### config.mk
export PLATFORM = sky130hd
export DESIGN_NAME = seq_alu
export DESIGN_NICKNAME = d
export VERILOG_FILES = /design/src/rtl/seq_alu.sv
export SDC_FILE = /design/constraint.sdc
export NUM_CORES = 1
export LEC_CHECK = 0
export ABC_AREA = 0
export CAP_MARGIN = 20
export CORE_AREA = 2 2 102 104
export DETAILED_ROUTE_END_ITERATION = 10
export DIE_AREA = 0 0 104 106
export MAX_ROUTING_LAYER = met4
export SYNTH_ARGS = -nofsm -noshare
export SYNTH_HDL_FRONTEND = slang
export SYNTH_SLANG_ARGS = --single-unit
### constraint.sdc
create_clock -name CLK -period 3.5 [get_ports CLK]
set_clock_uncertainty 0.2 [all_clocks]
set_input_delay 0.35 -clock CLK [delete_from_list [all_inputs] [get_ports CLK]]
set_output_delay 0.35 -clock CLK [all_outputs]
set_load 0.03 [all_outputs]
### src/rtl/seq_alu.sv
`default_nettype none
// ============================================================================
// Module   : seq_alu
// Purpose  : Registered WIDTH-bit ALU with a START/BUSY/DONE handshake.
//            Single-cycle ops (FWD/ADD/AND/OR/SLL/SRL/ROR) complete on the
//            edge that samples START; MUL runs an iterative shift-add for
//            exactly WIDTH cycles.
// Ports    : CLK     - clock, rising edge
//            RESET   - asynchronous, active-low reset
//            START   - operation request, sampled only while BUSY=0
//            SELECT  - 3-bit operation code, latched with START
//            DATA1   - operand A
//            DATA2   - operand B / shift amount (low SHW bits)
//            RESULT  - registered result, held until the next completion
//            ZERO    - RESULT == 0
//            OVF     - signed overflow of the last ADD, else 0
//            BUSY    - multiply in progress
//            DONE    - one-cycle pulse when RESULT/ZERO/OVF are new
// Revision : 1.0 - initial release
// ============================================================================
module seq_alu #(
  parameter int WIDTH = 8,
  parameter int SHW   = $clog2(WIDTH)
) (
  input  logic             CLK,
  input  logic             RESET,
  input  logic             START,
  input  logic [2:0]       SELECT,
  input  logic [WIDTH-1:0] DATA1,
  input  logic [WIDTH-1:0] DATA2,
  output logic [WIDTH-1:0] RESULT,
  output logic             ZERO,
  output logic             OVF,
  output logic             BUSY,
  output logic             DONE
);

  // Counter must be able to represent WIDTH itself.
  localparam int CW = $clog2(WIDTH + 1);

  localparam logic [2:0] C_OP_FWD = 3'b000;
  localparam logic [2:0] C_OP_ADD = 3'b001;
  localparam logic [2:0] C_OP_AND = 3'b010;
  localparam logic [2:0] C_OP_OR  = 3'b011;
  localparam logic [2:0] C_OP_SLL = 3'b100;
  localparam logic [2:0] C_OP_SRL = 3'b101;
  localparam logic [2:0] C_OP_MUL = 3'b110;
  localparam logic [2:0] C_OP_ROR = 3'b111;

  typedef enum logic [0:0] {
    S_IDLE = 1'b0,
    S_MUL  = 1'b1
  } state_t;

  state_t           r_state,  w_state_nxt;
  logic [WIDTH-1:0] r_mcand,  w_mcand_nxt;
  logic [WIDTH-1:0] r_mplier, w_mplier_nxt;
  logic [WIDTH-1:0] r_acc,    w_acc_nxt;
  logic [CW-1:0]    r_cnt,    w_cnt_nxt;
  logic [WIDTH-1:0] r_result, w_result_nxt;
  logic             r_zero,   w_zero_nxt;
  logic             r_ovf,    w_ovf_nxt;
  logic             r_done,   w_done_nxt;

  // --------------------------------------------------------------------------
  // Single-cycle datapath, driven straight from the inputs
  // --------------------------------------------------------------------------
  logic [SHW-1:0]     w_shamt;
  logic [WIDTH-1:0]   w_sum;
  logic [2*WIDTH-1:0] w_ror2;
  logic [WIDTH-1:0]   w_alu;
  logic               w_add_ovf;

  assign w_shamt = DATA2[SHW-1:0];
  assign w_sum   = DATA1 + DATA2;
  // Rotating a doubled copy avoids a special case for a zero shift amount.
  assign w_ror2  = {DATA1, DATA1} >> w_shamt;

  assign w_add_ovf = (DATA1[WIDTH-1] == DATA2[WIDTH-1]) &&
                     (w_sum[WIDTH-1] != DATA1[WIDTH-1]);

  always_comb begin
    w_alu = '0;
    case (SELECT)
      C_OP_FWD: w_alu = DATA2;
      C_OP_ADD: w_alu = w_sum;
      C_OP_AND: w_alu = DATA1 & DATA2;
      C_OP_OR:  w_alu = DATA1 | DATA2;
      C_OP_SLL: w_alu = DATA1 << w_shamt;
      C_OP_SRL: w_alu = DATA1 >> w_shamt;
      C_OP_ROR: w_alu = w_ror2[WIDTH-1:0];
      default:  w_alu = '0;  // MUL is handled by the iterative path
    endcase
  end

  // Accumulator value after this edge's conditional add.
  logic [WIDTH-1:0] w_acc_step;
  assign w_acc_step = r_mplier[0] ? (r_acc + r_mcand) : r_acc;

  // --------------------------------------------------------------------------
  // Next-state / next-output logic
  // --------------------------------------------------------------------------
  always_comb begin
    w_state_nxt  = r_state;
    w_mcand_nxt  = r_mcand;
    w_mplier_nxt = r_mplier;
    w_acc_nxt    = r_acc;
    w_cnt_nxt    = r_cnt;
    w_result_nxt = r_result;
    w_zero_nxt   = r_zero;
    w_ovf_nxt    = r_ovf;
    w_done_nxt   = 1'b0;

    case (r_state)
      S_IDLE: begin
        if (START) begin
          if (SELECT == C_OP_MUL) begin
            w_mcand_nxt  = DATA1;
            w_mplier_nxt = DATA2;
            w_acc_nxt    = '0;
            w_cnt_nxt    = '0;
            w_state_nxt  = S_MUL;
          end else begin
            w_result_nxt = w_alu;
            w_zero_nxt   = (w_alu == '0);
            w_ovf_nxt    = (SELECT == C_OP_ADD) && w_add_ovf;
            w_done_nxt   = 1'b1;
          end
        end
      end

      S_MUL: begin
        w_acc_nxt    = w_acc_step;
        w_mcand_nxt  = r_mcand << 1;
        w_mplier_nxt = r_mplier >> 1;
        w_cnt_nxt    = r_cnt + CW'(1);
        // The counter reaches WIDTH on this edge: the final add is folded in.
        if (r_cnt == CW'(WIDTH - 1)) begin
          w_result_nxt = w_acc_step;
          w_zero_nxt   = (w_acc_step == '0);
          w_ovf_nxt    = 1'b0;
          w_done_nxt   = 1'b1;
          w_state_nxt  = S_IDLE;
        end
      end

      default: w_state_nxt = S_IDLE;
    endcase
  end

  // --------------------------------------------------------------------------
  // State and datapath registers
  // --------------------------------------------------------------------------
  always_ff @(posedge CLK or negedge RESET) begin
    if (!RESET) begin
      r_state  <= S_IDLE;
      r_mcand  <= '0;
      r_mplier <= '0;
      r_acc    <= '0;
      r_cnt    <= '0;
      r_result <= '0;
      r_zero   <= 1'b1;
      r_ovf    <= 1'b0;
      r_done   <= 1'b0;
    end else begin
      r_state  <= w_state_nxt;
      r_mcand  <= w_mcand_nxt;
      r_mplier <= w_mplier_nxt;
      r_acc    <= w_acc_nxt;
      r_cnt    <= w_cnt_nxt;
      r_result <= w_result_nxt;
      r_zero   <= w_zero_nxt;
      r_ovf    <= w_ovf_nxt;
      r_done   <= w_done_nxt;
    end
  end

  assign RESULT = r_result;
  assign ZERO   = r_zero;
  assign OVF    = r_ovf;
  assign BUSY   = (r_state == S_MUL);
  assign DONE   = r_done;

endmodule
`default_nettype wire
* Yosys cells after proc, flatten, opt, wreduce, memory -nomap -nowiden
Cells that the tools add are included.
** Operators by class
- $add $sub $neg :: 3
- Multipliers :: 0
- Div/mod/pow operators :: 0
- Magnitude comparators :: 0
- Eq/ne operators :: 14
- Shifts and indexed selects :: 3
- Mux-type cells :: 34
- Bitwise gates (word level) :: 3
- Reduce and logical (&&, ||, !) cells :: 7
** Operator list (number)
- 8-bit two-way mux :: 10
- 8-bit one-hot mux with 2 select lines :: 4
- 8-bit one-hot mux with 7 select lines :: 1
- 8-bit adder :: 2
- 8-bit zero test :: 2
- 16-bit by 3-bit right shift with 8-bit output :: 1
- 3-bit equality test, second input constant :: 4
- 1-bit two-way mux :: 12
- 8-bit AND :: 1
- 4-bit two-way mux :: 2
- 8-bit OR :: 1
- 1-bit one-hot mux with 2 select lines :: 4
- 4-bit one-hot mux with 2 select lines :: 1
- 8-bit by 3-bit left shift with 8-bit output :: 1
- 8-bit by 3-bit right shift with 8-bit output :: 1
- 3-bit by 2-bit equality test with 1-bit output, second input constant :: 2
- 2-bit inequality test, second input constant :: 3
- 4-bit by 1-bit adder with 4-bit output, second input constant :: 1
- 4-bit by 3-bit equality test with 1-bit output, second input constant :: 1
- 3-bit by 1-bit equality test with 1-bit output, second input constant :: 1
- 3-bit zero test :: 1
- 3-bit AND reduction :: 1
- 1-bit logical AND :: 2
- 2-bit by 1-bit inequality test with 1-bit output, second input constant :: 1
- 4 further kinds :: 4
** Word-level totals
- Register bits :: 40
- Bits in latches :: 0
- Memory bits (writable) :: 0
- Memory bits (read-only) :: 0
- Input port bits :: 22
- Memories :: 0

* Depth between registers and ports, before layout
Gate-level depths: netlist of run 1.
- Word-level depth :: 7
- Mapped depth :: 11

* Worst setup path before layout of run 1
No wires, ideal clock.
- Path type :: flip-flop to flip-flop
- Start :: reg r_mcand[0]
- End :: reg r_zero (netlist: ZERO)
- Library setup time :: 0.073 ns
- Arrival :: 2.518 ns
- Data required time :: 3.227 ns
- Path slack :: 0.709 ns
- Cell stages (with the launch flop) :: 11
- Path buffers :: 0
- Clock period less this slack :: 2.791 ns
- Path through :: dfrtp_1 -> ha_1 -> fa_1 -> a21o_1 -> a21oi_2 -> xnor2_1 -> mux2_2 -> or4_1 -> nor4_2 -> a21oi_1 -> a21oi_1
** Between the ends
- Word-level cells in the longest chain between the ends :: 5
** RTL lines
- from (decl) :: line 56 : logic [WIDTH-1:0] r_mcand, w_mcand_nxt;
- from (signal assigned) :: line 167 : r_mcand <= w_mcand_nxt;
- 8-bit adder :: line 98 : assign w_acc_step = r_mplier[0] ? (r_acc + r_mcand) : r_acc;
- 8-bit two-way mux :: line 98
- 8-bit zero test :: line 140 : w_zero_nxt = (w_acc_step == '0);
- 1-bit two-way mux :: line 138 : if (r_cnt == CW'(WIDTH - 1)) begin
- 1-bit one-hot mux with 2 select lines :: line 114 : case (r_state)
- to (signal assigned) :: line 172 : r_zero <= w_zero_nxt;
- to (decl) :: line 61 : logic r_zero, w_zero_nxt;
No other way between the ends. The select of a mux whose other input is x is not followed.
A chain may end at the register's enable or synchronous reset.

* Worst setup path in the final report of run 1
Same ends and word-level chain as after synthesis.

==> results of run 1 <==
[cell usage in the layout (no fill, tap or decap), types with 2 or more instances in the layout]
cell type	netlist	layout
a21oi_2	2	2
mux4_1	2	2
xnor2_1	12	12
a211oi_1	6	6
o31ai_1	2	2
nor2b_1	3	3
o22ai_1	6	6
buf_4	0	19
o21a_1	4	4
nor3_1	6	6
a21o_1	4	4
o41ai_1	2	2
xor2_1	4	4
nor4_1	2	2
a22oi_1	4	4
mux2_2	11	11
o21ai_0	28	28
a31oi_1	2	2
ha_1	25	25
dfrtp_1	39	39
nand3_1	8	8
and4b_1	2	2
nor2_1	21	21
inv_1	24	24
a22o_1	3	3
nand2_1	53	53
fa_1	2	2
o22a_1	2	2
nand4_1	3	3
mux2i_1	27	27
o211ai_1	8	8
o21bai_1	3	3
clkdlybuf4s50_1	0	32
mux4_2	3	3
clkbuf_8	0	5
a21oi_1	20	20
a211o_1	3	3
and2_1	2	2
[registers in the layout (all words and copies together), names as in the netlist]
name,flops
OVF,1
RESULT,8
BUSY,1
r_mplier,8
r_cnt,4
r_mcand,8
r_acc,8
DONE,1
ZERO,1
[cells in the mapped netlist, types with 4 or more instances]
master	count
buf_1	5
a21o_1	4
a22oi_1	4
o21a_1	4
xor2_1	4
a21oi_1	20
mux2_2	11
nor3_1	6
nand2_1	53
inv_1	24
nor2_1	21
mux2i_1	27
o211ai_1	8
a211oi_1	6
nand3_1	8
ha_1	25
clkbuf_1	12
xnor2_1	12
o22ai_1	6
o21ai_0	28
dfrtp_1	39
[area by class of cell]
cell class                 count  area share (%)
timing repair buffer          52            11.5
multi-input combinational    302            54.5
clock buffer                   5            1.70
clock inverter                 3            1.05
sequential                    40            24.7
tap                          136            4.19
inverter                      25            2.31
[metrics by stage]
stage	hold WS [ns]	instances	utilization (%)
2_1_floorplan	-0.146	388	-
3_3_place_gp	0.263	555	39.5
3_5_place_dp	0.274	555	39.5
4_1_cts	0.0245	563	40.6
5_1_grt	0.0502	563	40.6
6_report	-0.00636	563	40.6
[path summary, 6_finish.rpt]
kind / startpoint / end / slack, ns / cells after the start
max: r_mcand[0] / ZERO / 0.47 / 10
min in group CLK: r_mplier[3] / r_mplier[3] / 0.29 / 2
min reg2reg: r_mplier[3] / r_mplier[3] / 0.29 / 2
min: RESET / r_mcand[0] / -0.006 / 1
max in group asynchronous: RESET / r_acc[0] / 2.56 / 1
max reg2reg: r_mcand[0] / ZERO / 0.47 / 10
[cells by family after synthesis]
family,count (synthesis),share of synthesized area [%]
buffers and inverters,46,5.42
adder cells (fa/ha/maj),27,10.4
XOR/XNOR,16,4.13
multiplexers,43,15.2
AND/OR/NAND/NOR,108,14.6
flip-flops,40,29.5
AO/OA/AOI/OAI,108,20.8
[layer usage]
metal	wire, um	share of wire, %	up-vias
met5	0	0	-
met4	282	3.0	0
met3	360	3.8	24
met2	4680	50	78
met1	4060	43	1430
li1	-	-	1483
[power by group through the flow]
stage	clock network, mW	logic [mW]	registers, mW
final	0.378	1.02	0.760
after global routing	0.407	1.14	0.786
after CTS	0.385	1.02	0.765
after floorplan	0	0.685	0.789
after detailed placement	0	1.02	0.775
after global placement	0	0.998	0.768
==> key figures, run 1 <==
Yosys
  – Async S/R FF share, synth: 100%
  – Post-Synthesis Cells: 388
  – Area fraction of the dominant cell type after synthesis: 28.8%
  – Yosys warns: 0
  – Flops & latches, synth: 40
  – Sequential share of the synthesized area: 29.5%
  – Synth Area per Inst: 8.75 um2
  – Largest cells by area after synthesis: dfrtp_1 29%, ha_1 9.2%, mux2i_1 8.0%, nand2_1 5.9%, o21ai_0 4.1%
  – Most used flip-flop cell after synthesis: dfrtp_1
  – Syn Nets: 437
  – Post-synth EDFFs: 0
  – Synthesized cell area: 3390 um2
  – Yosys top cell by area: dfrtp_1
  – Post-synthesis cell type count: 57

Power and ir drop
  – Combinational fraction of design power: 47.2%
  – Sequential share of power: 35.3%
  – Psw: 0.851 mW
  – Pwr dens: 531 nW/um2
  – Clock share of power: 17.5%
  – Peak VDD IR: 0.248 mV
  – Final Power: 2.16 mW
  – Switching power share of the total: 39.5%
  – Internal power: 1.31 mW
  – Leak: 1.79 nW

Floorplan
  – Die ar.: 11000 um2
  – Row cnt: 37
  – IO Count: 34
  – Die width: 104 um
  – Initial Util: 33.9%
  – DIE HEIGHT: 106 um
  – Core area: 10000 um2

STA
  – Fmax: 0.330 GHz
  – Final Cycle Share: 86.5%
  – PnR worst setup slack: 0.473 ns
  – WHS: -0.00636 ns
  – Slew Viols, Final: 0
  – RSZ-0062 raised after global routing: no
  – Crit path time final: 3.03 ns
  – Setup-failing EPs final: 0
  – Slew headroom: 39.8%
  – Final hold vios: 39
  – Pin slew with the least headroom to its limit: 0.904 ns
  – Setup TNS Final: 0 ns

Setup path
  – Worst path bufs/invs: 0
  – CP arrival: 3.05 ns
  – CP Cell Sequence: ha_1 > fa_1 > a21o_1 > a21oi_2 > xnor2_1 > mux2_2 > or4_1 > nor4_2 > a21oi_1 > a21oi_1
  – Crit end category: flop
  – Crit path max fanout: 3
  – Crit Path Class: flop to flop
  – Most frequent CP cell: a21oi_1
  – CP required: 3.52 ns
  – Slowest-stage cell, CP: or4_1
  – Crit-path leading delay family: simple AND/OR/NAND/NOR gates
  – CP Launch Type: flop
  – Critical path's largest stage delay: 0.54 ns

Clock tree
  – Sink Count: 40
  – Hold buffer count at CTS: 0
  – Insertion delay to the later sink of the worst-skew pair: 0.29 ns
  – Total setup buffers inserted after CTS: 0
  – Clk buf depth: 2
  – Post-CTS sizing: 0
  – H-tree levels: 2
  – CTS tree: done
  – Total CTS buffers: 5
  – Clock Pin Slew Worst Setup and Hold Paths: 0.08 ns
  – CTS Root Cell: clkbuf_8

Flow run
  – Total of max-cap violations: 0

Drt
  – Vias per cell: 5.36
  – DRC: 0
  – First-pass iteration count of the detailed router: 4
  – Routed wire length: 9380 um
  – Initial DRC count: 113
  – Detailed-route wire length per cell: 16.7 um
  – Antenna viol nets, final: 0
  – DR vias: 3015

GRT
  – Number of global-route vias before repair: 2997
  – M2 GR Usage: 30.7%
  – Routing usage on met1: 21.6%
  – GRT Overall Usage: 17.8%
  – Largest net degree at the start of global routing: 41
  – First-pass GRT wire length: 15300 um
  – Grt ovf: 0
  – Initial antenna violation count: 0
  – Peak-usage layer in the global routing report: met2
  – GRT met3 Usage: 1.96%

Outcome
  – Outcome: complete, but fails checks
  – Failing checks: negative hold slack

Layout
  – Filler cell count in the final layout: 1036
  – Layout cell share with drive strength beyond 1: 11.2%
  – Reg area: 1000 um2
  – Final instance area: 4060 um2
  – Syn-to-layout area delta: 19.5%
  – # nets final: 475
  – Ant. Diodes: 0
  – Area occupied by multi-input gates: 2210 um2

Hold path
  – Hold Crit Class: input pin to asynchronous set/reset pin

Place
  – Number of port buffers: 33
  – GPL Wtd Cong: 1.05
  – Detailed Place HPWL: 7500 um
  – Area after DPL: 3950 um2
  – Setup WS pre-CTS: 0.304 ns
Note: power is estimated with default switching activity, not from simulation.
==> run 2: changes to the inputs <==
--- a/config.mk
+++ b/config.mk
@@ -14,3 +14,4 @@
 export SYNTH_ARGS = -nofsm -noshare
 export SYNTH_HDL_FRONTEND = slang
 export SYNTH_SLANG_ARGS = --single-unit
+export TNS_END_PERCENT = 30
==> results of run 2 <==
The final DEF is identical to that of run 1; final timing and power are the same.
